<file path="config.mk">
export PLATFORM = sky130hd
export DESIGN_NAME = dadda4_mac_seq
export DESIGN_NICKNAME = d
export VERILOG_FILES = /design/src/rtl/dadda4_mac_seq.sv
export SDC_FILE = /design/constraint.sdc
export NUM_CORES = 1
export LEC_CHECK = 0
export ABC_AREA = 1
export CAP_MARGIN = 30
export CORE_MARGIN = 2
export CORE_UTILIZATION = 35
export CTS_BUF_LIST = sky130_fd_sc_hd__clkbuf_2 sky130_fd_sc_hd__clkbuf_4 sky130_fd_sc_hd__clkbuf_8
export DETAILED_ROUTE_END_ITERATION = 10
export PLACE_DENSITY = 0.65
export SETUP_SLACK_MARGIN = 0.5
export SKIP_CTS_REPAIR_TIMING = 1
export SYNTH_ARGS = -nofsm -noshare
export SYNTH_HDL_FRONTEND = slang
export SYNTH_SLANG_ARGS = --single-unit
</file>
<file path="constraint.sdc">
create_clock -name clk -period 2.7 [get_ports clk]
set_clock_uncertainty 0.15 [all_clocks]
set_input_delay 0.675 -clock clk [delete_from_list [all_inputs] [get_ports clk]]
set_output_delay 0.675 -clock clk [all_outputs]
set_load 0.1 [all_outputs]
</file>
<file path="src/rtl/dadda4_mac_seq.sv">
// dadda4_mac_seq
//   Sequential multiply-accumulate front end for an external 4x4 Dadda
//   multiplier (dadda4). Operand pairs arrive over a valid/ready handshake.
//   Each accepted pair is registered onto the multiplier inputs. The 8-bit
//   product returned on mult_z is summed into an ACC_W-bit accumulator. One
//   result is presented per burst on a valid/ready output.
//
// Parameters
//   ACC_W     accumulator/result width (8..32)
//   CNT_W     term-counter width
//   SATURATE  1: clamp the accumulator on overflow, 0: wrap modulo 2^ACC_W
//
// Ports
//   clk, rst_n              clock (rising edge), async active-low reset
//   in_valid/in_ready       operand handshake; in_a, in_b, in_last are the payload
//   mult_a/mult_b           registered operands driven to dadda4
//   mult_z                  dadda4 product (combinational from mult_a/mult_b)
//   out_valid/out_ready     result handshake
//   out_sum                 accumulated sum of products
//   out_count               number of terms in the burst (saturating)
//   out_ovf                 sticky overflow flag for the burst
module dadda4_mac_seq #(
    parameter int ACC_W    = 12,
    parameter int CNT_W    = 8,
    parameter int SATURATE = 1
) (
    input  logic             clk,
    input  logic             rst_n,
    input  logic             in_valid,
    output logic             in_ready,
    input  logic [3:0]       in_a,
    input  logic [3:0]       in_b,
    input  logic             in_last,
    output logic [3:0]       mult_a,
    output logic [3:0]       mult_b,
    input  logic [7:0]       mult_z,
    output logic             out_valid,
    input  logic             out_ready,
    output logic [ACC_W-1:0] out_sum,
    output logic [CNT_W-1:0] out_count,
    output logic             out_ovf
);

    typedef enum logic [1:0] {
        IDLE = 2'd0,
        RUN  = 2'd1,
        DONE = 2'd2
    } state_t;

    state_t           state_q, state_d;
    logic [3:0]       mult_a_q, mult_a_d;
    logic [3:0]       mult_b_q, mult_b_d;
    logic             p_valid_q, p_valid_d;
    logic             p_last_q, p_last_d;
    logic [ACC_W-1:0] acc_q, acc_d;
    logic [CNT_W-1:0] cnt_q, cnt_d;
    logic             ovf_q, ovf_d;
    logic             out_valid_q, out_valid_d;

    logic             in_fire;
    logic             out_fire;
    logic [ACC_W:0]   acc_sum;

    // No new pair is taken while the last product of a burst is still in
    // flight, so terms of consecutive bursts can never mix.
    assign in_ready = (state_q != DONE) && !(p_valid_q && p_last_q);
    assign in_fire  = in_valid && in_ready;
    assign out_fire = out_valid_q && out_ready;

    // One extra bit captures the carry-out used for overflow detection.
    assign acc_sum = {1'b0, acc_q} + {{(ACC_W-7){1'b0}}, mult_z};

    always_comb begin
        state_d     = state_q;
        mult_a_d    = mult_a_q;
        mult_b_d    = mult_b_q;
        p_valid_d   = 1'b0;
        p_last_d    = p_last_q;
        acc_d       = acc_q;
        cnt_d       = cnt_q;
        ovf_d       = ovf_q;
        out_valid_d = out_valid_q;

        if (in_fire) begin
            mult_a_d  = in_a;
            mult_b_d  = in_b;
            p_valid_d = 1'b1;
            p_last_d  = in_last;
        end

        case (state_q)
            IDLE: begin
                if (in_fire) begin
                    state_d = RUN;
                end
            end
            RUN: begin
                if (p_valid_q) begin
                    if (acc_sum[ACC_W]) begin
                        ovf_d = 1'b1;
                        acc_d = (SATURATE != 0) ? {ACC_W{1'b1}} : acc_sum[ACC_W-1:0];
                    end else begin
                        acc_d = acc_sum[ACC_W-1:0];
                    end
                    if (cnt_q != {CNT_W{1'b1}}) begin
                        cnt_d = cnt_q + CNT_W'(1);
                    end
                    // The last product is added on the same edge that ends the burst.
                    if (p_last_q) begin
                        state_d     = DONE;
                        out_valid_d = 1'b1;
                    end
                end
            end
            DONE: begin
                if (out_fire) begin
                    acc_d       = '0;
                    cnt_d       = '0;
                    ovf_d       = 1'b0;
                    out_valid_d = 1'b0;
                    state_d     = IDLE;
                end
            end
            default: begin
                state_d     = IDLE;
                acc_d       = '0;
                cnt_d       = '0;
                ovf_d       = 1'b0;
                out_valid_d = 1'b0;
            end
        endcase
    end

    always_ff @(posedge clk or negedge rst_n) begin
        if (!rst_n) begin
            state_q     <= IDLE;
            mult_a_q    <= '0;
            mult_b_q    <= '0;
            p_valid_q   <= 1'b0;
            p_last_q    <= 1'b0;
            acc_q       <= '0;
            cnt_q       <= '0;
            ovf_q       <= 1'b0;
            out_valid_q <= 1'b0;
        end else begin
            state_q     <= state_d;
            mult_a_q    <= mult_a_d;
            mult_b_q    <= mult_b_d;
            p_valid_q   <= p_valid_d;
            p_last_q    <= p_last_d;
            acc_q       <= acc_d;
            cnt_q       <= cnt_d;
            ovf_q       <= ovf_d;
            out_valid_q <= out_valid_d;
        end
    end

    assign mult_a    = mult_a_q;
    assign mult_b    = mult_b_q;
    assign out_valid = out_valid_q;
    assign out_sum   = acc_q;
    assign out_count = cnt_q;
    assign out_ovf   = ovf_q;

endmodule

</file>
==> impl_metrics.json <==
{
  "synth_edf_count": 0,
  "critPathLaunchType": "input pin",
  "yosysSeqAreaShare_pct": 40.4,
  "critical_path.endpoint_type": "flip-flop",
  "grt_pass1_wl_um": 8260,
  "status": "completed",
  "antenna_found_initial": 0,
  "place_congestion": 0.800,
  "dpl-instance-area_mm2": 0.00269,
  "core_mm2": 0.00585,
  "netlist_area_mm2": 0.00210,
  "synth_nets": 318,
  "clockBufferDepth": 2,
  "multi_input_area_mm2": 0.00127,
  "synth_largest_area_cell": "dfrtp_1",
  "dp_hpwl_um": 3630,
  "rsz0062_at_grt": "yes",
  "grt_max_degree": 35,
  "hold_class": "flip-flop to flip-flop",
  "fp.dieW_um": 81.5,
  "max-slew-margin-rel_pct": 70.6,
  "clk_pin_slew_ns": 0.07,
  "num_io_pins": 52,
  "drcViolationCount": 0,
  "regArea_um2": 866,
  "period_share_pct": 79.6,
  "dr.pass1.iters": 4,
  "clk-insertion-delay-late_ns": 0.28,
  "peakVddDrop_mv": 0.734,
  "fillers": 582,
  "netlist_top_cells_area": "dfrtp_1, nand2_1, inv_1, ha_1, nand3_1",
  "avgSynthCellArea_um2": 7.33,
  "final_nets": 378,
  "arrival_ns": 2.18,
  "floorplan.initialDensity_pct": 36.0,
  "ys.flop_type": "dfrtp_1",
  "hp-start": "p_last_q",
  "die_area_mm2": 0.00665,
  "final_max_slew_viol_count": 0,
  "worst_ep_required_time_ns": 2.73,
  "leakagePower_nw": 1.51,
  "drv_cap": 0,
  "ys_warn_count": 0,
  "cts_made_buffers": 5,
  "synthCells": 287,
  "ant_nets": 0,
  "portBuffers": 51,
  "drtIter0Drc": 64,
  "tritoncts_num_sinks": 34,
  "hold_viol": 0,
  "cts_root_buffer": "clkbuf_8",
  "period_minus_slack_ns": 2.15,
  "worstPathCellList": "clkdlybuf4s50_1, ha_4, nand2_2, inv_2, nand2_2, nand2_2, nand2_2, nand2_4, nand2_1, nand2_1, nand3_1, nand2_1, nand2_1",
  "crit_start": "mult_z[2]",
  "critPathMaxStageDelay_ns": 0.46,
  "yosysTopAreaCellShare_pct": 40.4,
  "drive_gt1_share_pct": 29.0,
  "final_area_mm2": 0.00298,
  "grt_remaining_overflow": 0,
  "synthArstFlopShare_pct": 100,
  "vias": 1974,
  "finalSetupViolCount": 0,
  "grt_usage_pct": 15.9,
  "htreeDepth": 2,
  "cts_tree": "yes",
  "fmax_mhz": 465,
  "row_count": 28,
  "reg2reg_from": "out_sum[0]",
  "synthToLayoutAreaGrowth_pct": 41.4,
  "synth_seq_cells": 34,
  "whs_ns": 0.330,
  "die_y_um": 81.5,
  "wl_per_cell_um": 11.7,
  "crit_type": "input pin to flip-flop",
  "crit_slowest_cell": "clkdlybuf4s50_1",
  "grt_pass1_vias": 1865,
  "vias_per_cell": 4.67,
  "tightestPinTransition_ns": 0.441,
  "wl_um": 4970,
  "ys_types": 30,
  "diodes": 0,
  "critPathMaxFanout": 5,
  "totalPowerFinal_mw": 3.57,
  "power.density_mw_per_mm2": 1200
}
sequential cells by signal, indices dropped and copies added (netlist names):
signal	count
mult_a	4
mult_b	4
out_count	8
out_ovf	1
out_sum	12
out_valid	1
p_last_q	1
p_valid_q	1
state_q	2
per-layer routing:
| layer | track usage, % | share of wire, % | vias up | wire [um] |
|---|---|---|---|---|
| li1 | - | - | 1015 | - |
| met1 | 21.1 | 47 | 895 | 2320 |
| met2 | 25.7 | 46 | 55 | 2310 |
| met3 | 3.08 | 5.6 | 9 | 276 |
| met4 | 6.27 | 1.3 | 0 | 67 |
| met5 | 0 | 0 | - | 0 |
synthesized netlist by cell type (all sizes together) (2+ instances only):
library cell	count
nand2	122
dfrtp	34
inv	32
nor2	23
nand3	18
o21ai	13
ha	9
a21oi	6
xor2	5
nor3	4
buf	3
clkinv	3
nand3b	3
nand4	3
or2	2
xnor2	2
power breakdown:
part / internal, mW / total, mW / switching, mW
logic: 0.611 / 2.35 / 1.74
registers: 0.674 / 0.822 / 0.148
clock network: 0.216 / 0.400 / 0.184
cell families after synthesis:
kind of cell,synth area share (%)
buf+inv,8.86
xor+xnor,2.91
flops,40.4
compound gates,5.89
simple gates,35.6
fa+ha+maj,6.30
layout make-up:
class | instances | area share [%]
well taps | 75 | 3.15
repair buffers | 57 | 16.8
clock buffers | 7 | 3.03
inverters | 35 | 5.17
multi-input cells | 214 | 42.6
clock inverters | 1 | 0.168
flip-flops and latches | 34 | 29.1
stage by stage:
step / setup WS, ns / setup TNS [ns] / util (%) / cells
after floorplan: 0.496 / 0 / - / 287
after global placement: -0.00665 / -0.0142 / 45.9 / 414
after detailed placement: -0.0442 / -0.193 / 45.9 / 414
after CTS: 0.237 / 0 / 47.5 / 422
after global routing: 0.485 / 0 / 50.9 / 423
final: 0.550 / 0 / 50.9 / 423
worst max-delay path: cells and delay by family:
kind                       cells  cell delay [ns]
and+or+nand+nor               10             0.68
buffers and inverters          2             0.51
adders and majority gates      1             0.31
placed cells by master, fill, tap and decap left out, types with 5 or more instances in the layout:
master             n
clkdlybuf4s50_1   16
nor2_1            16
xor2_1             5
nand3_1           15
dfrtp_2            9
ha_4               6
o21ai_2            5
buf_4             36
inv_1             29
clkbuf_8           6
dfrtp_1           24
nand2_1          111
nand2_2            9
worst paths after layout:
kind,to,slack [ns],cells past startpoint
min in group asynchronous,out_count[5],0.65,2
setup reg to reg,out_sum[4],0.64,12
hold reg to reg,p_last_q,0.33,2
setup / recovery,out_sum[10],0.55,13
hold / removal,p_last_q,0.33,2
max in group asynchronous,out_sum[0],1.40,2
Note: power is estimated with default switching activity, not from simulation.
